--- src/rtl/univ_shift_reg_pkg.sv ---
// Shared types for the universal shift register: operation codes and burst FSM states.
package univ_shift_pkg;

  typedef enum logic [2:0] {
    OP_HOLD  = 3'd0,
    OP_SL    = 3'd1,
    OP_SR    = 3'd2,
    OP_ROL   = 3'd3,
    OP_ROR   = 3'd4,
    OP_LOAD  = 3'd5,
    OP_CLEAR = 3'd6,
    OP_ASR   = 3'd7
  } op_t;

  typedef enum logic {
    S_IDLE = 1'b0,
    S_RUN  = 1'b1
  } state_t;

endpackage

--- src/rtl/univ_shift_reg_if.sv ---
// Command/status bundle of the universal shift register.
// Optional macro SHREG_PARITY_EN adds the registered parity status bit.
interface univ_shift_reg_if
  import univ_shift_pkg::*;
#(
  parameter int WIDTH = 8,
  parameter int CNT_W = $clog2(WIDTH) + 1
);
  op_t              op;
  logic             din;
  logic [WIDTH-1:0] pdin;
  logic             start;
  logic [CNT_W-1:0] count;
  logic [WIDTH-1:0] Q;
  logic             sout_l;
  logic             sout_r;
  logic             busy;
  logic             done;
`ifdef SHREG_PARITY_EN
  logic             parity;
`endif

  modport master (
    output op, din, pdin, start, count,
`ifdef SHREG_PARITY_EN
    input  parity,
`endif
    input  Q, sout_l, sout_r, busy, done
  );

  modport slave (
    input  op, din, pdin, start, count,
`ifdef SHREG_PARITY_EN
    output parity,
`endif
    output Q, sout_l, sout_r, busy, done
  );

endinterface

--- src/rtl/univ_shift_reg_shift_step.sv ---
// Combinational next-value function of the shift register, shared by the
// streaming and burst paths.
module shift_step
  import univ_shift_pkg::*;
#(
  parameter int WIDTH = 8
) (
  input  logic [WIDTH-1:0] q,
  input  op_t              op,
  input  logic             din,
  input  logic [WIDTH-1:0] pdin,
  output logic [WIDTH-1:0] q_next
);

  // Select the next register value for the requested operation.
  always_comb begin
    q_next = q;
    case (op)
      OP_HOLD:  q_next = q;
      OP_SL:    q_next = {q[WIDTH-2:0], din};
      OP_SR:    q_next = {din, q[WIDTH-1:1]};
      OP_ROL:   q_next = {q[WIDTH-2:0], q[WIDTH-1]};
      OP_ROR:   q_next = {q[0], q[WIDTH-1:1]};
      OP_LOAD:  q_next = pdin;
      OP_CLEAR: q_next = '0;
      OP_ASR:   q_next = {q[WIDTH-1], q[WIDTH-1:1]};
      default:  q_next = q;
    endcase
  end

endmodule

--- src/rtl/univ_shift_reg.sv ---
// Universal shift register with streaming mode and counted bursts (busy/done).
// Optional macro SHREG_PARITY_EN adds a registered parity output coherent with Q.
module univ_shift_reg
  import univ_shift_pkg::*;
#(
  parameter int WIDTH = 8,
  parameter int CNT_W = $clog2(WIDTH) + 1
) (
  input  logic            clk,
  input  logic            reset,
  univ_shift_reg_if.slave bus
);

  state_t           state_q;
  op_t              op_q;
  logic [CNT_W-1:0] remaining_q;
  logic [WIDTH-1:0] q_reg;
  logic             busy_q;
  logic             done_q;
  op_t              step_op;
  logic             apply_step;
  logic [WIDTH-1:0] q_step;
  logic [WIDTH-1:0] q_d;
`ifdef SHREG_PARITY_EN
  logic             parity_q;
`endif

  // A running burst uses its latched op; otherwise the live op is applied,
  // except for a zero-length burst, which leaves Q untouched.
  always_comb begin
    step_op    = (state_q == S_RUN) ? op_q : bus.op;
    apply_step = 1'b1;
    if (state_q == S_IDLE && bus.start && bus.count == '0)
      apply_step = 1'b0;
  end

  shift_step #(
    .WIDTH (WIDTH)
  ) u_step (
    .q      (q_reg),
    .op     (step_op),
    .din    (bus.din),
    .pdin   (bus.pdin),
    .q_next (q_step)
  );

  assign q_d = apply_step ? q_step : q_reg;

  // Register update plus burst FSM; reset aborts any burst without a done pulse.
  always_ff @(posedge clk) begin
    if (reset) begin
      q_reg       <= '0;
      state_q     <= S_IDLE;
      op_q        <= OP_HOLD;
      remaining_q <= '0;
      busy_q      <= 1'b0;
      done_q      <= 1'b0;
`ifdef SHREG_PARITY_EN
      parity_q    <= 1'b0;
`endif
    end else begin
      q_reg  <= q_d;
      done_q <= 1'b0;
`ifdef SHREG_PARITY_EN
      parity_q <= ^q_d;
`endif
      case (state_q)
        S_IDLE: begin
          if (bus.start) begin
            if (bus.count == '0) begin
              done_q <= 1'b1;
            end else begin
              op_q        <= bus.op;
              remaining_q <= bus.count - CNT_W'(1);
              if (bus.count == CNT_W'(1)) begin
                done_q <= 1'b1;
              end else begin
                state_q <= S_RUN;
                busy_q  <= 1'b1;
              end
            end
          end
        end
        S_RUN: begin
          remaining_q <= remaining_q - CNT_W'(1);
          if (remaining_q == CNT_W'(1)) begin
            done_q  <= 1'b1;
            busy_q  <= 1'b0;
            state_q <= S_IDLE;
          end
        end
        default: state_q <= S_IDLE;
      endcase
    end
  end

  assign bus.Q      = q_reg;
  assign bus.sout_l = q_reg[WIDTH-1];
  assign bus.sout_r = q_reg[0];
  assign bus.busy   = busy_q;
  assign bus.done   = done_q;
`ifdef SHREG_PARITY_EN
  assign bus.parity = parity_q;
`endif

endmodule

--- src/flat_wrapper.sv ---
// flat-port wrapper written by rule: the top's interface ports become plain ports
module univ_shift_reg_flat import univ_shift_pkg::*;
#(
  parameter int WIDTH = 8,
  parameter int CNT_W = $clog2(WIDTH) + 1
)
  (clk, reset, bus_op, bus_din, bus_pdin, bus_start, bus_count, bus_Q, bus_sout_l, bus_sout_r, bus_busy, bus_done);
  univ_shift_reg_if #(.WIDTH(WIDTH), .CNT_W(CNT_W)) bus_i ();
  input  logic clk;
  input  logic reset;
  input wire logic [$bits(bus_i.op)-1:0] bus_op;
  input wire logic [$bits(bus_i.din)-1:0] bus_din;
  input wire logic [$bits(bus_i.pdin)-1:0] bus_pdin;
  input wire logic [$bits(bus_i.start)-1:0] bus_start;
  input wire logic [$bits(bus_i.count)-1:0] bus_count;
  output wire logic [$bits(bus_i.Q)-1:0] bus_Q;
  output wire logic [$bits(bus_i.sout_l)-1:0] bus_sout_l;
  output wire logic [$bits(bus_i.sout_r)-1:0] bus_sout_r;
  output wire logic [$bits(bus_i.busy)-1:0] bus_busy;
  output wire logic [$bits(bus_i.done)-1:0] bus_done;
  assign bus_i.op = bus_op;
  assign bus_i.din = bus_din;
  assign bus_i.pdin = bus_pdin;
  assign bus_i.start = bus_start;
  assign bus_i.count = bus_count;
  assign bus_Q = bus_i.Q;
  assign bus_sout_l = bus_i.sout_l;
  assign bus_sout_r = bus_i.sout_r;
  assign bus_busy = bus_i.busy;
  assign bus_done = bus_i.done;
  univ_shift_reg #(.WIDTH(WIDTH), .CNT_W(CNT_W)) u_core (.clk(clk), .reset(reset), .bus(bus_i));
endmodule
--- config.mk ---
export PLATFORM = sky130hd
export DESIGN_NAME = univ_shift_reg_flat
export DESIGN_NICKNAME = d
export VERILOG_FILES = /design/src/rtl/univ_shift_reg_pkg.sv /design/src/rtl/univ_shift_reg_if.sv /design/src/rtl/univ_shift_reg_shift_step.sv /design/src/rtl/univ_shift_reg.sv /design/src/flat_wrapper.sv
export SDC_FILE = /design/constraint.sdc
export NUM_CORES = 1
export LEC_CHECK = 0
export BUFFER_PORTS_ARGS = -buffer_cell sky130_fd_sc_hd__buf_2
export CAP_MARGIN = 30
export CORE_MARGIN = 2
export CORE_UTILIZATION = 34
export CTS_BUF_LIST = sky130_fd_sc_hd__clkbuf_2
export CTS_CLUSTER_SIZE = 30
export DETAILED_ROUTE_END_ITERATION = 10
export PLACE_DENSITY = 0.51
export SLEW_MARGIN = 20
export SYNTH_ARGS = -nofsm -noshare
export SYNTH_HDL_FRONTEND = slang
export SYNTH_SLANG_ARGS = --single-unit
--- constraint.sdc ---
create_clock -name clk -period 2 [get_ports clk]
set_input_delay 0.4 -clock clk [delete_from_list [all_inputs] [get_ports clk]]
set_output_delay 0.4 -clock clk [all_outputs]
set_load 0.005 [all_outputs]
# Word-level counts from Yosys, hierarchy flattened
# Index checks and enable logic that the tools add are counted.
# classes
add_sub_neg,2
n_eq_ne,13
n_mux,20
bitwise_logic,5
n_reduce_logical,9
# ops
operator,count
case mux 8 bit (7 select lines),1
equality test 3 bit (second input constant),4
2-to-1 mux 1 bit,12
equality test 4 x 1 -> 1 bit (second input constant),2
2-to-1 mux 4 bit,2
!= test 2 bit (second input constant),4
case mux 4 bit (2 select lines),1
subtractor 4 x 1 -> 4 bit (second input constant),2
equality test 3 x 2 -> 1 bit (second input constant),2
case mux 1 bit (2 select lines),3
AND reduction 3 bit,2
NOT 1 bit,5
logical NOT 4 bit,1
AND reduction 2 bit,2
AND reduction 4 bit,1
equality test 3 x 1 -> 1 bit (second input constant),1
logical NOT 3 bit,1
2-to-1 mux 3 bit,1
logical AND 1 bit,2
# totals
register_bits,18
input_bits,19
output_inout_bits,12

# Logic depth before layout (Yosys ltp)
# Gate-level depths: netlist of the first run.
# depth
depth_word,5
ltp_mapped,7
mapped_depth_nobuf,6

# By module
# A second synthesis of the first run with hierarchy kept.
# hier_totals
cells_unflattened,169
area_unflattened_um2,1388.8
# by_module_without_submodules
module,instances,cells_per_inst,area_each_um2,seq_area_each_um2
univ_shift_reg,1,105,910.9,360.3
shift_step,1,64,478.0,0.0

# Worst setup path before layout of the first run
# Ideal clock, no wire load.
# synth_timing
path_kind,input port to flip-flop
from,input port bus_count[0]
to,register u_core.op_q[0]
setup_time_ps,128
t_arrival_ps,1502
setup_slack_ps,370
path_stages,7
path_cell_list,inv_1 > ha_1 > a21boi_1 > nor2b_1 > buf_2 > mux2i_1 > nor2_1
# synth_via
elab_chain_cells,3
# synth_rtl
element,line,source
start: declaration,flat_wrapper.sv:15,input wire logic [$bits(bus_i.count)-1:0] bus_count;
logical NOT 4 bit,univ_shift_reg.sv:70,if (bus.count == '0) begin
NOT 1 bit (no source line),n/a,
AND reduction 3 bit (no source line),n/a,
end signal: assignment,univ_shift_reg.sv:73,op_q <= bus.op;
end: declaration,univ_shift_reg.sv:15,op_t op_q;
# Every way passes these cells.
# A chain may end at the register's enable or synchronous reset.

# Worst setup path in the final report of the first run
# layout_timing
from,register u_core.state_q
to,register u_core.q_reg[3] (netlist: u_core.bus.Q[3])
# layout_via
elab_chain_cells,5
elab_cells_between_ends,16
cone_classes,eq/ne: 7; mux: 2; bitwise: 3; reduce/logical: 4
# layout_rtl
element,line,source
start: declaration,univ_shift_reg.sv:14,state_t state_q;
start signal: assignment,univ_shift_reg.sv:53,state_q <= S_IDLE;
start signal: assignment,univ_shift_reg.sv:78,state_q <= S_RUN;
start signal: assignment,univ_shift_reg.sv:89,state_q <= S_IDLE;
"parallel branches: the longest is 5 deep, another holds case mux 8 bit (7 select lines)",n/a,
end signal: assignment,univ_shift_reg.sv:62,q_reg <= q_d;
end: declaration,univ_shift_reg.sv:17,logic [WIDTH-1:0] q_reg;
# Several ways; the timed one is not identified.

==> flow_summary.toml, run 1 <==
[die]
initial_core_util = 0.352
die-area_sq_um = 4290
die_x_um = 65.5
core_sq_um = 3660
rows = 22
io_pins = 31
die_y_um = 65.5

[synth]
synth_nets = 173
yosysWarnings = 0
ys_ff_latch = 18
synth_top_family_by_area = "compound AO/OA/AOI/OAI gates"
synth-edff-count = 0
syn_area_sq_um = 1290
synth_xor_area_frac = 0.0262
avgSynthCellArea_sq_um = 8.58
yosysSeqAreaShare = 0.280
syn_inst = 150
synth_ff_type = "dfxtp_1"
synth-compound-area-share = 0.245
synth_common_cells = "dfxtp_1 (18), nor2_1 (18), nand2_1 (15)"
synth_area_leaders = "dfxtp_1 (28%), a211oi_2 (5.8%), nor2_1 (5.2%)"
synth_top_cell_by_area = "dfxtp_1"
synthDominantCellAreaShare = 0.280
synth.area.mux_share = 0.0865
synthSimpleGateAreaFrac = 0.244
ys_types = 44
async_flop_share = 0
synthAdderAreaFrac = 0.0389

[finish]
drive_gt1_frac = 0.345
n_antenna_cell = 0
fin_area_sq_um = 1490
final_nets = 201
synthToLayoutAreaGrowth_pct = 15.5

[power]
p_leak_nw = 0.627
max-vdd-ir-drop_mv = 0.305
p_per_area_nw_per_um2 = 659
finalPower_w = 0.000979

[sta]
tightest_slew_ps = 465
rsz0062_at_grt = "no"
fin_crit_ps = 1890
finalCritPeriodShare = 0.943
fin_tns_setup_ps = 0
max_slew_margin = 0.690
clock_skew_ps = 8.45
drv_slew = 0
fmax_mhz = 530
finalSetupViolations = 0
hold_viol = 0

[critical_path]
crit_path_max_incr_delay_ps = 570
crit_chain = "mux2i_4 > buf_4 > nand3_1 > o21ai_4 > a211oi_2 > nor3_2"
ff2ff_setup_slack_ps = 110
cp_max_fo = 11
critPathCapture = "u_core.bus.Q[3]"
r2r_end = "u_core.bus.Q[3]"
required_ps = 2240
path_buf_inv = 1
crit_cells = 6
path_class = "reg -> reg"
crit-reg2reg-launch = "u_core.state_q"
reg2reg_depth = 6
cp-end-kind = "flop"
cp-start-kind = "flop"
cpLargestDelayFamily = "flip-flops"
cp_slowest_cell = "dfxtp_1"
crit_arrival_ps = 2130
critPathLaunch = "u_core.state_q"

[cts]
cts_tree = "done"
cts-root-buf = "clkbuf_2"
clock_latency_ps = 300
postCtsSetupBuffers = 0
htree_levels = 1
cts_hold_buffers = 0
clockBufferDepth = 2
clk_pin_slew_ps = 190
tritoncts.num_buffers = 3
cts.sinks = 18
ctsResizeCount = 0

[global_route]
antenna_found_initial = 0
grt_use_total = 0.149
gr-total-overflow = 0
grt_max_degree = 21
grt_pass1_wl_um = 5030
grt_pass1_vias = 1101

[routing]
routed_via_density = 5.28
vias = 1188
drt-pass1-iter-count = 5
drcViolationCount = 0
drt_iter0_markers = 71
drt-total-wl_um = 3000
ant_nets = 0
wl_per_cell_um = 13.3

[placement]
io_buffers = 30
place_congestion = 0.792
dp_hpwl_um = 2240
place_area_sq_um = 1470

[run_status]
status = "finished clean"

[min_path]
min-delay-start = "bus_op[0]"
hold_class = "in -> reg"

[job]
cap_violations = 0
-- sequential cells by signal, indices dropped and copies added (netlist names) --
name / flops
u_core.bus.Q: 8
u_core.remaining_q: 4
u_core.op_q: 3
u_core.bus.busy: 1
u_core.bus.done: 1
u_core.state_q: 1
-- layer usage --
metal | up-vias | wire, um | GRT usage
li1 | 589 | - | -
met1 | 565 | 1370 | 0.187
met2 | 32 | 1460 | 0.263
met3 | 2 | 155 | 0.0308
met4 | 0 | 12 | 0.0339
met5 | - | 0 | 0
-- how the worst min path moves through the flow --
stage / endpoint / depth (start not counted) / slack, ps
3_3_place_gp: u_core.bus.busy / 2 / 440
5_1_grt: u_core.op_q[2] / 3 / 350
6_report: u_core.op_q[0] / 3 / 350
2_1_floorplan: u_core.bus.busy / 2 / 450
4_1_cts: u_core.op_q[0] / 3 / 330
3_5_place_dp: u_core.bus.busy / 2 / 460
-- layout by cell type (no fill, tap or decap), drive strengths merged, types with 2 or more instances in the layout --
| cell type | synthesis | routed |
|---|---|---|
| o21ai | 8 | 8 |
| dfxtp | 18 | 18 |
| nor2b | 3 | 3 |
| nand3b | 2 | 2 |
| nor2 | 18 | 18 |
| xor2 | 2 | 2 |
| nor3 | 7 | 7 |
| buf | 10 | 36 |
| ha | 4 | 4 |
| nand3 | 8 | 8 |
| a21oi | 13 | 13 |
| a211oi | 7 | 7 |
| nand2 | 15 | 15 |
| clkbuf | 3 | 3 |
| nand2b | 2 | 2 |
| inv | 4 | 4 |
| mux2i | 8 | 8 |
-- power by group --
| group | total (W) | switching [W] | internal, W |
|---|---|---|---|
| sequential | 0.000447 | 0.0000484 | 0.000398 |
| clock | 0.000163 | 0.000119 | 0.0000435 |
| combinational | 0.000369 | 0.000197 | 0.000172 |
| total | 0.000979 | 0.000365 | 0.000614 |
-- worst reg2reg max path, cell delays in order (launching register included) --
cell and delay [ps]:
dfxtp_1 570, mux2i_4 470, buf_4 250, nand3_1 120, o21ai_4 150, a211oi_2 120, nor3_2 160
-- cell type report --
| class | count | area (sq um) |
|---|---|---|
| Tap cell | 48 | 60.1 |
| Clock buffer | 3 | 15.0 |
| Clock inverter | 1 | 3.75 |
| Fill cell | 378 | 2170 |
| Timing Repair Buffer | 36 | 208 |
| Sequential cell | 18 | 360 |
| Inverter | 4 | 15.0 |
| Multi-Input combinational cell | 115 | 825 |
-- cells by family after synthesis --
group	count (synthesis)
simple gates	60
mux	9
flops	18
compound gates	39
buf+inv	17
xor+xnor	3
fa+ha+maj	4
-- metrics by stage --
step           instances   util  hold WS, ps  setup slack [ps]
2_1_floorplan        150      -          453               370
3_3_place_gp         221  0.401          442               221
3_5_place_dp         221  0.401          459               175
4_1_cts              225  0.406          327               115
5_1_grt              225  0.406          346              5.88
6_report             225  0.406          351               114
Note: power is estimated with default switching activity, not from simulation.
==> run 2, diff against run 1 <==
Settings changed: CELL_PAD_IN_SITES_DETAIL_PLACEMENT set to 2, CELL_PAD_IN_SITES_GLOBAL_PLACEMENT set to 2, CORE_UTILIZATION 34 to 32, PLACE_DENSITY 0.51 to 0.77.
==> flow_summary.toml, run 2 (synthesis gave the netlist of run 1 again) <==
[run_status]
status = "finished clean"

[sta]
finalSetupViolations = 0
fmax_mhz = 562
fin_crit_ps = 1780
clock_skew_ps = 14.0
tightest_slew_ps = 480
hold_viol = 0
rsz0062_at_grt = "no"
max_slew_margin = 0.680
setup_ws_ps = 221
fin_tns_setup_ps = 0
drv_slew = 0
finalCritPeriodShare = 0.889

[critical_path]
cp-end-kind = "flop"
crit_chain = "mux2i_4 > buf_4 > nand3_1 > o21ai_4 > a211oi_2 > nor3_2"
crit_arrival_ps = 2060
cp_max_fo = 10
cp-start-kind = "flop"
crit_path_max_incr_delay_ps = 480
path_class = "reg -> reg"
critPathLaunch = "u_core.state_q"
cp_slowest_cell = "dfxtp_2"
required_ps = 2280
crit-reg2reg-launch = "u_core.state_q"

[routing]
wl_per_cell_um = 17.1
drcViolationCount = 0
routed_via_density = 5.29
ant_nets = 0
vias = 1196
drt-pass1-iter-count = 4
drt_iter0_markers = 46
drt-total-wl_um = 3860

[finish]
largest_reg_flops = 8
synthToLayoutAreaGrowth_pct = 15.2
n_antenna_cell = 0
final_nets = 200
drive_gt1_frac = 0.347
final_common_cell = "buf_2"
final_cells = 226
layout_common_cells = "buf_2 (30), nor2_1 (18), dfxtp_1 (17)"

[job]
cap_violations = 0

[placement]
dp_cells = 222
place_congestion = 0.822
io_buffers = 30
pre_cts_ws_ps = 74.6
dp_hpwl_um = 2940

[power]
finalPower_w = 0.00101
max-vdd-ir-drop_mv = 0.284
p_leak_nw = 0.622
p_per_area_nw_per_um2 = 679

[min_path]
hold_class = "in -> reg"
min-delay-start = "bus_op[0]"

[cts]
tritoncts.num_buffers = 3
cts-root-buf = "clkbuf_2"
clk_pin_slew_ps = 200
cts_tree = "done"
cts.sinks = 18
postCtsSetupBuffers = 0
clock_latency_ps = 340
htree_levels = 1
clockBufferDepth = 2

[die]
die_y_um = 67.4
io_pins = 31
initial_core_util = 0.327
die_x_um = 67.4
rows = 23
core_sq_um = 3940
die-area_sq_um = 4550

[global_route]
grt_max_degree = 21
grt_pass1_wl_um = 6490
grt_pass1_vias = 1306
grt_use_total = 0.191
gr-total-overflow = 0
antenna_found_initial = 0
## run 2: what timing repair did
item / in CTS / in global routing
endpoints found under the setup margin: 0 / 7
resized for setup: 0 / 1
hold buffers: 0 / 0
## run 2: final timing paths
path / endpoint / slack (ps) / cells after the start
max reg2reg: u_core.bus.Q[5] / 220 / 6
min reg2reg: u_core.bus.busy / 490 / 2
min: u_core.op_q[0] / 350 / 3
max: u_core.bus.Q[5] / 220 / 6
## run 2: per-stage QoR
stage	util	hold WS, ps	cell area (sq um)
after floorplan	-	453	1290
after global placement	0.371	444	1460
after detailed placement	0.371	485	1460
after CTS	0.376	342	1480
after global routing	0.376	320	1480
final	0.376	347	1480
## run 2: final cells by class
cell class | instances | area (sq um)
fillers | 458 | 2460
multi-input cells | 115 | 825
flip-flops and latches | 18 | 362
repair buffers | 35 | 200
well taps | 50 | 62.6
clock buffers | 3 | 15.0
inverters | 4 | 15.0
clock inverters | 1 | 3.75
## run 2: per-layer routing
layer  part of all wire  track usage  routed length, um  vias up
met3              0.032       0.0417                122        4
met4             0.0070       0.0459                 27        0
met5                  0            0                  0        -
met2               0.54        0.359               2090       19
li1                   -            -                  -      586
met1               0.42        0.218               1620      587
## run 2: worst max-delay path, delay by kind of cell (launching register included)
| family | cells | cell delay (ps) |
|---|---|---|
| DFF | 1 | 480 |
| and+or+nand+nor | 2 | 310 |
| muxes | 1 | 390 |
| buffers and inverters | 1 | 250 |
| AOI/OAI and AO/OA | 2 | 280 |
## run 2: power breakdown
group | internal (W) | switching [W]
Sequential | 0.000399 | 0.0000537
Combinational | 0.000170 | 0.000208
Clock | 0.0000434 | 0.000131
